File: src/rtl/decode_stage.sv
// ---------------------------------------------------------------------------
// decode_stage
//
// Pipelined RV32I/RV64I instruction-decode stage between fetch and execute.
// One instruction per cycle is accepted over a valid/ready handshake. It is
// fully decoded into control fields, register indices and a sign-extended
// immediate, and the result is held in an output register. A load-use
// interlock inserts a single bubble when the incoming instruction reads the
// destination of a load that is still sitting in the output register.
//
// Optional feature macro: DECODE_MULDIV_EN
//   defined   : OP with funct7=0000001 decodes the M extension
//               (aluOp = 10_funct3, legal, writes rd).
//   undefined : those encodings are illegal and aluOp[4] is always 0.
//
// Ports
//   clk, reset            clock; synchronous active-high reset
//   flush                 drop the held bundle and the incoming instruction
//   in_valid / in_ready   fetch-side handshake
//   in_instr, in_pc       raw instruction and its address
//   out_valid / out_ready execute-side handshake
//   out_pc                registered pc
//   out_rs1/rs2/rd        register indices (rd is 0 when nothing is written)
//   out_imm               sign-extended I/S/B/U/J immediate
//   out_memWrite, out_regWrite, out_memToReg, out_branch, out_jump
//   out_aluSrc            1 selects rs2 as ALU operand B, 0 selects imm
//   out_aluA_pc           ALU operand A is the pc (AUIPC, JAL)
//   out_aluOp             ALU operation code
//   out_funct3            funct3 pass-through (branch cond, load/store size)
//   out_illegal           encoding not supported
//   stall_cnt             saturating count of load-use bubbles
// ---------------------------------------------------------------------------
module decode_stage #(
    parameter int XLEN = 32
) (
    input  logic            clk,
    input  logic            reset,
    input  logic            flush,
    input  logic            in_valid,
    output logic            in_ready,
    input  logic [31:0]     in_instr,
    input  logic [XLEN-1:0] in_pc,
    output logic            out_valid,
    input  logic            out_ready,
    output logic [XLEN-1:0] out_pc,
    output logic [4:0]      out_rs1,
    output logic [4:0]      out_rs2,
    output logic [4:0]      out_rd,
    output logic [XLEN-1:0] out_imm,
    output logic            out_memWrite,
    output logic            out_regWrite,
    output logic            out_memToReg,
    output logic            out_branch,
    output logic            out_jump,
    output logic            out_aluSrc,
    output logic            out_aluA_pc,
    output logic [4:0]      out_aluOp,
    output logic [2:0]      out_funct3,
    output logic            out_illegal,
    output logic [15:0]     stall_cnt
);

`ifdef DECODE_MULDIV_EN
    localparam bit MULDIV_EN = 1'b1;
`else
    localparam bit MULDIV_EN = 1'b0;
`endif

    // Opcodes
    localparam logic [6:0] OPC_LUI    = 7'b0110111;
    localparam logic [6:0] OPC_AUIPC  = 7'b0010111;
    localparam logic [6:0] OPC_JAL    = 7'b1101111;
    localparam logic [6:0] OPC_JALR   = 7'b1100111;
    localparam logic [6:0] OPC_BRANCH = 7'b1100011;
    localparam logic [6:0] OPC_LOAD   = 7'b0000011;
    localparam logic [6:0] OPC_STORE  = 7'b0100011;
    localparam logic [6:0] OPC_OPIMM  = 7'b0010011;
    localparam logic [6:0] OPC_OP     = 7'b0110011;

    // ALU operation codes
    localparam logic [4:0] ALU_ADD  = 5'b00000;
    localparam logic [4:0] ALU_SUB  = 5'b00001;
    localparam logic [4:0] ALU_PASB = 5'b00010;
    localparam logic [4:0] ALU_SLT  = 5'b00011;
    localparam logic [4:0] ALU_SLTU = 5'b00100;
    localparam logic [4:0] ALU_SLL  = 5'b00101;
    localparam logic [4:0] ALU_SRL  = 5'b00110;
    localparam logic [4:0] ALU_SRA  = 5'b00111;
    localparam logic [4:0] ALU_OR   = 5'b01000;
    localparam logic [4:0] ALU_AND  = 5'b01001;
    localparam logic [4:0] ALU_XOR  = 5'b01010;

    // Instruction fields
    logic [6:0] opcode;
    logic [2:0] funct3;
    logic [6:0] funct7;
    logic [4:0] rs1_f;
    logic [4:0] rs2_f;
    logic [4:0] rd_f;
    logic [6:0] shift_f7;

    assign opcode = in_instr[6:0];
    assign funct3 = in_instr[14:12];
    assign funct7 = in_instr[31:25];
    assign rs1_f  = in_instr[19:15];
    assign rs2_f  = in_instr[24:20];
    assign rd_f   = in_instr[11:7];

    // On RV64 the shift amount is six bits wide, so instr[25] belongs to
    // shamt and must be ignored when validating the shift funct7.
    assign shift_f7 = (XLEN == 64) ? {in_instr[31:26], 1'b0} : in_instr[31:25];

    // Decoded next-state values
    logic        reg_write_d;
    logic        mem_write_d;
    logic        mem_to_reg_d;
    logic        branch_d;
    logic        jump_d;
    logic        alu_src_d;
    logic        alu_a_pc_d;
    logic [4:0]  alu_op_d;
    logic        illegal_d;
    logic [4:0]  rd_d;
    logic [31:0] imm32_d;
    logic        uses_rs1;
    logic        uses_rs2;
    logic [XLEN-1:0] imm_d;

    always_comb begin
        reg_write_d  = 1'b0;
        mem_write_d  = 1'b0;
        mem_to_reg_d = 1'b0;
        branch_d     = 1'b0;
        jump_d       = 1'b0;
        alu_src_d    = 1'b0;
        alu_a_pc_d   = 1'b0;
        alu_op_d     = ALU_ADD;
        illegal_d    = 1'b0;
        imm32_d      = 32'd0;
        uses_rs1     = 1'b0;
        uses_rs2     = 1'b0;

        case (opcode)
            OPC_LUI: begin
                reg_write_d = 1'b1;
                alu_op_d    = ALU_PASB;
                imm32_d     = {in_instr[31:12], 12'b0};
            end
            OPC_AUIPC: begin
                reg_write_d = 1'b1;
                alu_a_pc_d  = 1'b1;
                imm32_d     = {in_instr[31:12], 12'b0};
            end
            OPC_JAL: begin
                reg_write_d = 1'b1;
                jump_d      = 1'b1;
                alu_a_pc_d  = 1'b1;
                imm32_d     = {{12{in_instr[31]}}, in_instr[19:12], in_instr[20],
                               in_instr[30:21], 1'b0};
            end
            OPC_JALR: begin
                reg_write_d = 1'b1;
                jump_d      = 1'b1;
                uses_rs1    = 1'b1;
                imm32_d     = {{20{in_instr[31]}}, in_instr[31:20]};
            end
            OPC_BRANCH: begin
                branch_d  = 1'b1;
                alu_src_d = 1'b1;
                alu_op_d  = ALU_SUB;
                uses_rs1  = 1'b1;
                uses_rs2  = 1'b1;
                imm32_d   = {{20{in_instr[31]}}, in_instr[7], in_instr[30:25],
                             in_instr[11:8], 1'b0};
            end
            OPC_LOAD: begin
                reg_write_d  = 1'b1;
                mem_to_reg_d = 1'b1;
                uses_rs1     = 1'b1;
                imm32_d      = {{20{in_instr[31]}}, in_instr[31:20]};
            end
            OPC_STORE: begin
                mem_write_d = 1'b1;
                uses_rs1    = 1'b1;
                uses_rs2    = 1'b1;
                imm32_d     = {{20{in_instr[31]}}, in_instr[31:25], in_instr[11:7]};
            end
            OPC_OPIMM: begin
                reg_write_d = 1'b1;
                uses_rs1    = 1'b1;
                imm32_d     = {{20{in_instr[31]}}, in_instr[31:20]};
                case (funct3)
                    3'b000: alu_op_d = ALU_ADD;
                    3'b010: alu_op_d = ALU_SLT;
                    3'b011: alu_op_d = ALU_SLTU;
                    3'b100: alu_op_d = ALU_XOR;
                    3'b110: alu_op_d = ALU_OR;
                    3'b111: alu_op_d = ALU_AND;
                    3'b001: begin
                        alu_op_d = ALU_SLL;
                        if (shift_f7 != 7'b0000000) illegal_d = 1'b1;
                    end
                    default: begin // 3'b101
                        if (shift_f7 == 7'b0000000)      alu_op_d = ALU_SRL;
                        else if (shift_f7 == 7'b0100000) alu_op_d = ALU_SRA;
                        else                             illegal_d = 1'b1;
                    end
                endcase
            end
            OPC_OP: begin
                reg_write_d = 1'b1;
                alu_src_d   = 1'b1;
                uses_rs1    = 1'b1;
                uses_rs2    = 1'b1;
                if (MULDIV_EN && funct7 == 7'b0000001) begin
                    alu_op_d = {2'b10, funct3};
                end else begin
                    case ({funct7, funct3})
                        10'b0000000_000: alu_op_d = ALU_ADD;
                        10'b0100000_000: alu_op_d = ALU_SUB;
                        10'b0000000_001: alu_op_d = ALU_SLL;
                        10'b0000000_010: alu_op_d = ALU_SLT;
                        10'b0000000_011: alu_op_d = ALU_SLTU;
                        10'b0000000_100: alu_op_d = ALU_XOR;
                        10'b0000000_101: alu_op_d = ALU_SRL;
                        10'b0100000_101: alu_op_d = ALU_SRA;
                        10'b0000000_110: alu_op_d = ALU_OR;
                        10'b0000000_111: alu_op_d = ALU_AND;
                        default:         illegal_d = 1'b1;
                    endcase
                end
            end
            default: illegal_d = 1'b1;
        endcase

        // Illegal encodings still flow down the pipe but must not cause
        // any architectural side effect.
        if (illegal_d) begin
            reg_write_d  = 1'b0;
            mem_write_d  = 1'b0;
            mem_to_reg_d = 1'b0;
            branch_d     = 1'b0;
            jump_d       = 1'b0;
            alu_op_d     = ALU_ADD;
        end
    end

    assign rd_d = reg_write_d ? rd_f : 5'd0;

    // Sign-extend the 32-bit immediate to XLEN (empty loop when XLEN=32).
    assign imm_d[31:0] = imm32_d;
    for (genvar gi = 32; gi < XLEN; gi++) begin : g_imm_ext
        assign imm_d[gi] = imm32_d[31];
    end

    // Output register
    logic            valid_q;
    logic [XLEN-1:0] pc_q;
    logic [4:0]      rs1_q;
    logic [4:0]      rs2_q;
    logic [4:0]      rd_q;
    logic [XLEN-1:0] imm_q;
    logic            mem_write_q;
    logic            reg_write_q;
    logic            mem_to_reg_q;
    logic            branch_q;
    logic            jump_q;
    logic            alu_src_q;
    logic            alu_a_pc_q;
    logic [4:0]      alu_op_q;
    logic [2:0]      funct3_q;
    logic            illegal_q;
    logic [15:0]     stall_cnt_q;

    // Load-use hazard: the held load writes a register that the incoming
    // instruction reads, so the consumer must wait one cycle.
    logic hazard;
    logic accept;

    assign hazard = valid_q && mem_to_reg_q && (rd_q != 5'd0) && in_valid &&
                    ((uses_rs1 && (rs1_f == rd_q)) || (uses_rs2 && (rs2_f == rd_q)));
    assign in_ready = (!valid_q || out_ready) && !hazard && !reset;
    assign accept   = in_valid && in_ready;

    always_ff @(posedge clk) begin
        if (reset) begin
            valid_q      <= 1'b0;
            pc_q         <= '0;
            rs1_q        <= 5'd0;
            rs2_q        <= 5'd0;
            rd_q         <= 5'd0;
            imm_q        <= '0;
            mem_write_q  <= 1'b0;
            reg_write_q  <= 1'b0;
            mem_to_reg_q <= 1'b0;
            branch_q     <= 1'b0;
            jump_q       <= 1'b0;
            alu_src_q    <= 1'b0;
            alu_a_pc_q   <= 1'b0;
            alu_op_q     <= 5'd0;
            funct3_q     <= 3'd0;
            illegal_q    <= 1'b0;
            stall_cnt_q  <= 16'd0;
        end else if (flush) begin
            // Redirect: kill held and incoming; no bubble is counted.
            valid_q <= 1'b0;
        end else if (hazard) begin
            // Hold the load while execute is stalled; once it drains,
            // replace it with a bubble.
            if (out_ready) begin
                valid_q <= 1'b0;
                if (stall_cnt_q != 16'hFFFF) begin
                    stall_cnt_q <= stall_cnt_q + 16'd1;
                end
            end
        end else if (accept) begin
            valid_q      <= 1'b1;
            pc_q         <= in_pc;
            rs1_q        <= rs1_f;
            rs2_q        <= rs2_f;
            rd_q         <= rd_d;
            imm_q        <= imm_d;
            mem_write_q  <= mem_write_d;
            reg_write_q  <= reg_write_d;
            mem_to_reg_q <= mem_to_reg_d;
            branch_q     <= branch_d;
            jump_q       <= jump_d;
            alu_src_q    <= alu_src_d;
            alu_a_pc_q   <= alu_a_pc_d;
            alu_op_q     <= alu_op_d;
            funct3_q     <= funct3;
            illegal_q    <= illegal_d;
        end else if (out_ready) begin
            valid_q <= 1'b0;
        end
    end

    assign out_valid    = valid_q;
    assign out_pc       = pc_q;
    assign out_rs1      = rs1_q;
    assign out_rs2      = rs2_q;
    assign out_rd       = rd_q;
    assign out_imm      = imm_q;
    assign out_memWrite = mem_write_q;
    assign out_regWrite = reg_write_q;
    assign out_memToReg = mem_to_reg_q;
    assign out_branch   = branch_q;
    assign out_jump     = jump_q;
    assign out_aluSrc   = alu_src_q;
    assign out_aluA_pc  = alu_a_pc_q;
    assign out_aluOp    = alu_op_q;
    assign out_funct3   = funct3_q;
    assign out_illegal  = illegal_q;
    assign stall_cnt    = stall_cnt_q;

endmodule

File: config.mk
export PLATFORM = sky130hd
export DESIGN_NAME = decode_stage
export DESIGN_NICKNAME = d
export VERILOG_FILES = /design/src/rtl/decode_stage.sv
export SDC_FILE = /design/constraint.sdc
export NUM_CORES = 1
export LEC_CHECK = 0
export ABC_AREA = 1
export BUFFER_PORTS_ARGS = -buffer_cell sky130_fd_sc_hd__buf_2
export CAP_MARGIN = 40
export CORE_MARGIN = 3
export CORE_UTILIZATION = 35
export DETAILED_ROUTE_END_ITERATION = 16
export GPL_TIMING_DRIVEN = 0
export HOLD_SLACK_MARGIN = 0.06
export PLACE_DENSITY_LB_ADDON = 0.3
export SLEW_MARGIN = 20
export SYNTH_ARGS = -nofsm -noshare
export SYNTH_HDL_FRONTEND = slang
export SYNTH_SLANG_ARGS = --single-unit
File: constraint.sdc
create_clock -name clk -period 1.79 [get_ports clk]
set_clock_uncertainty 0.05 [all_clocks]
set_input_delay 0.179 -clock clk [delete_from_list [all_inputs] [get_ports clk]]
set_output_delay 0.179 -clock clk [all_outputs]
set_load 0.03 [all_outputs]
=== Word level (Yosys, flattened, before mapping) ===
Cells that the tools add are included.

* Register bits after elaboration: 112
* Input port bits: 69
* Logic and storage cells: 112

* $add $sub $neg: 1
* Equality and inequality tests: 28
* Mux-type cells: 31
* Bitwise operators: 2
* Reductions and logical operators: 33

{| class="wikitable"
|+ Operators with widths
! cell !! count
|-
| one-hot mux 32 bit (5 select lines) || 1
|-
| equality test 10 x 3 -> 1 bit (second input constant) || 4
|-
| one-hot mux 4 bit (9 select lines) || 1
|-
| equality test 7 x 6 -> 1 bit (second input constant) || 4
|-
| one-hot mux 4 bit (7 select lines) || 1
|-
| equality test 7 bit (second input constant) || 3
|-
| 2-to-1 mux 1 bit || 21
|-
| equality test 10 x 2 -> 1 bit (second input constant) || 2
|-
| equality test 10 x 9 -> 1 bit (second input constant) || 2
|-
| adder 16 x 1 -> 16 bit (second input constant) || 1
|-
| != test 16 bit (second input constant) || 1
|-
| one-hot mux 4 bit (4 select lines) || 1
|-
| equality test 7 x 5 -> 1 bit (second input constant) || 2
|-
| OR reduction 7 bit || 2
|-
| OR reduction 6 bit || 2
|-
| equality test 10 x 1 -> 1 bit (second input constant) || 1
|-
| equality test 5 bit || 2
|-
| zero test 10 bit || 1
|-
| 2-to-1 mux 5 bit || 2
|-
| OR reduction 10 bit || 1
|-
| OR reduction 2 bit || 5
|-
| equality test 3 bit (second input constant) || 3
|-
| logical AND 1 bit || 9
|-
| equality test 7 x 2 -> 1 bit (second input constant) || 1
|-
| other kinds (15) || 22
|}

=== Longest topological paths before layout ===
* Depth after elaboration: 12
* Mapped depth: 14
* Gate-level depth less buffers: 13

=== Worst setup path before layout ===
Ideal clock, no wire load.

* Path type: register to register
* From: register stall_cnt_q[0] (netlist: stall_cnt[0])
* To: register stall_cnt_q[8] (netlist: stall_cnt[8])
* Library setup time: 0.112 ns
* Arrival: 1.836 ns
* Data required time: 1.628 ns
* Slack: -0.208 ns
* Stages on the path, launching flop included: 12
* Path buffers: 0
* Path through: dfxtp_1 ha_1 nand2_1 nor3_1 nand4_1 nand2_1 nand3b_2 inv_2 nand2_1 nor2_1 nor2_1 nor2_1

* Longest elaborated chain between the ends: 2
* Elaborated cells on any way between the ends: 3

{| class="wikitable"
|+ RTL lines
! element !! line !! source
|-
| from (decl) || 273 || <nowiki>logic [15:0] stall_cnt_q;</nowiki>
|-
| from (signal assigned) || 313 || <nowiki>stall_cnt_q <= stall_cnt_q + 16'd1;</nowiki>
|-
| parallel branches: the longest is 2 deep, another holds adder 16 x 1 -> 16 bit || -- ||
|}

Several ways; the timed one is not identified.
A chain may end at the register's enable or synchronous reset.

=== Worst setup path in the final report ===
* From: register stall_cnt_q[1] (netlist: stall_cnt[1])
* To: register stall_cnt_q[2] (netlist: stall_cnt[2])

The elaborated chain is that of the path after synthesis.

==> results.yml <==
timing:
  hold_ws_ps: 105
  layout_worst_path_cycle_share_pct: 110
  setup_viol_count_final: 100
  grt_setup_unrepaired: "yes"
  finalHoldViolCount: 0
  finalWorstSetupSlack_ps: -184
  timing.max_slew.rel_slack_pct: 56.1
  timing.final.max_slew_violations: 0
  fmax_mhz: 507
  worst_slew_pin_slew_ps: 659
  fin_setup_tns_ps: -5820
  final_period_minus_worst_setup_slack_ps: 1970
detailed_routing:
  vias_per_cell: 4.87
  remaining_drc_errors: 0
  first_pass_iters: 5
  route.layer.met1.wl_um: 8060
  ant_nets: 0
  detail_route.iter0.violations: 291
  dr_wl_met3_um: 1360
  via_count: 6135
  dr.max_layer_used: "met4"
  wire_length_on_met2_um: 8730
  wl_per_cell_um: 14.6
  drt-total-wl_um: 18400
power:
  peakVddDrop_mv: 0.427
  total_leakage_power_nw: 3.57
  power.density_nw_per_um2: 660
status:
  status: "finished, violations left"
  violations: "negative setup slack"
final_layout:
  area.growth.synth_to_final_pct: 45.6
  multi_input_comb_area_um2: 3010
  antennaDiodeCount: 0
  finish.utilization_pct: 53.2
  layoutNonFillerInstCount: 1260
  final_nets: 1141
  ff_latch_area_um2: 2250
  final_layout_size_suffix_gt1_share_pct: 30.9
  fillCellCount: 1493
synth:
  ys_warn_count: 0
  yosys.cell_types.count: 34
  async_reset_ff_share_pct: 0
  synth-edff-count: 0
  post_synth_inst_count: 813
  synth_ff_type: "dfxtp_1"
  yosysMostFrequentCell: "nand2_1"
  commonest_cells_in_the_netlist: "nand2_1 (272), a21oi_1 (115), dfxtp_1 (111)"
  postSynthRegisterBits: 111
  synth-seq-area-share_pct: 40.9
  synth_top_cells_by_area: "dfxtp_1 (41%), nand2_1 (19%), a21oi_1 (11%)"
  post_synthesis_instance_area_um2: 5430
  postSynthAreaPerCell_um2: 6.68
  synthDominantCellAreaShare_pct: 40.9
  synth_top_cell_by_area: "dfxtp_1"
  synthesis.nets: 883
cts:
  tritoncts.num_buffers: 9
  root_buffer: "clkbuf_16"
  clock_sinks: 111
  cts.path.max_buffers: 2
  clk_transition_reported_paths_ps: 80
  cts_tree: "done"
  cts_max_level: 3
  clk_latency_ps: 360
setup_path:
  critical_path.endpoint_type: "flip-flop"
  critical_path.startpoint_type: "flip-flop"
  worstPathRequired_ps: 1960
  crit_path_max_fanout: 7
  critPathLaunch: "stall_cnt[1]"
  timing.rr.start: "stall_cnt[1]"
  setup.worst_path.class: "reg2reg"
  critPathArrivalTime_ps: 2150
global_routing:
  initial_antenna_violation_count: 0
  grtUsageTotal_pct: 20.4
  first_global_vias: 5627
  grt-ovfl-total: 0
  grt_first_pass_wirelength_um: 27600
  grt_start_max_net_pins: 21
placement:
  place_hpwl_um: 13200
  placement.io_buffers: 179
  dp.cells: 1176
  place.gp.congestion: 0.909
floorplanning:
  design.die.area_um2: 17000
  starting_density_of_the_core_pct: 36.5
  core_um2: 14900
  fp.dieW_um: 131
  die_h_um: 131
  top_level_ports: 182
  rows: 44
hold_path:
  hold_class: "in2reg"
  min_from: "out_ready"
flow_run:
  timing.max_cap.violations: 0
sequential cells by signal (all words and copies together) (netlist names), 3 cells and up:
name        cells
out_imm        32
out_pc         32
stall_cnt      16
out_rd          5
out_rs1         5
out_rs2         5
out_aluOp       4
out_funct3      3
cell usage in the layout, fill, tap and decap left out, drive strengths merged:
master / count
nand4: 18
nor2: 91
xor2: 6
a211oi: 1
clkbuf: 27
clkinv: 4
nor3: 11
inv: 71
a22oi: 1
dlygate4sd3: 43
nand3b: 3
ha: 1
dfxtp: 111
o211ai: 1
nand2: 278
conb: 1
buf: 222
clkinvlp: 1
nor3b: 2
o22ai: 4
o21ai: 29
nand3: 28
o221ai: 2
xnor2: 4
a21oi: 116
worst max-delay path: stages, from the launching register on:
cell	delay (ps)
dfxtp_4	380
ha_4	160
nand2_4	70
nor3_4	260
nand4_1	140
nand2_1	110
nand3b_4	230
clkinv_4	110
buf_4	150
a21oi_2	130
nor3_2	50
routing by layer:
metal,vias to the layer above,GRT usage (%)
li1,3127,-
met1,2784,26.7
met2,206,33.9
met3,18,5.41
met4,0,4.72
met5,-,0
repair_timing:
| item | in CTS | in global routing |
|---|---|---|
| buffers inserted | 6 | 17 |
| gates cloned | 0 | 2 |
| gates resized for setup | 36 | 81 |
| hold buffers | 43 | 0 |
| endpoints found under the setup margin | 107 | 111 |
| hold endpoints to repair | 43 | 0 |
| pin swaps | 2 | 9 |
power breakdown:
part	internal [W]	switching, W	leakage [nW]	total, W
clock	0.000978	0.00102	0.141	0.00200
sequential	0.00250	0.0000194	0.904	0.00252
combinational	0.000282	0.000429	2.52	0.000711
kinds of logic after synthesis:
group                    synth area share, %
flip-flops                              40.9
XOR/XNOR                                1.61
other                                 0.0691
buffers and inverters                   8.78
adder cells (fa/ha/maj)                0.230
AO/OA/AOI/OAI                           14.8
AND/OR/NAND/NOR                         33.6
stage by stage:
stage               area [um^2]  power (W)  setup WS (ps)
floorplan                  5440    0.00292           2.81
global placement           6570    0.00315           -239
detailed placement         6570    0.00315           -280
CTS                        7480    0.00523          -69.2
global route               7910    0.00544           -290
finish                     7910    0.00522           -184
layout make-up:
type	instances	share of cell area [%]
inverters	69	3.34
plain buffers	37	4.16
clock inverters	7	0.839
repair buffers	246	19.4
well taps	184	2.91
clock buffers	9	2.85
flip-flops and latches	111	28.4
multi-input cells	597	38.0
path summary, 6_finish.rpt:
path             endpoint  cells past startpoint  slack, ps
max          stall_cnt[2]                     10       -180
min             out_valid                      4        110
max reg2reg  stall_cnt[2]                     10       -180
min reg2reg   out_aluA_pc                      2        410
No activity file was read; power rests on OpenSTA's default activity.
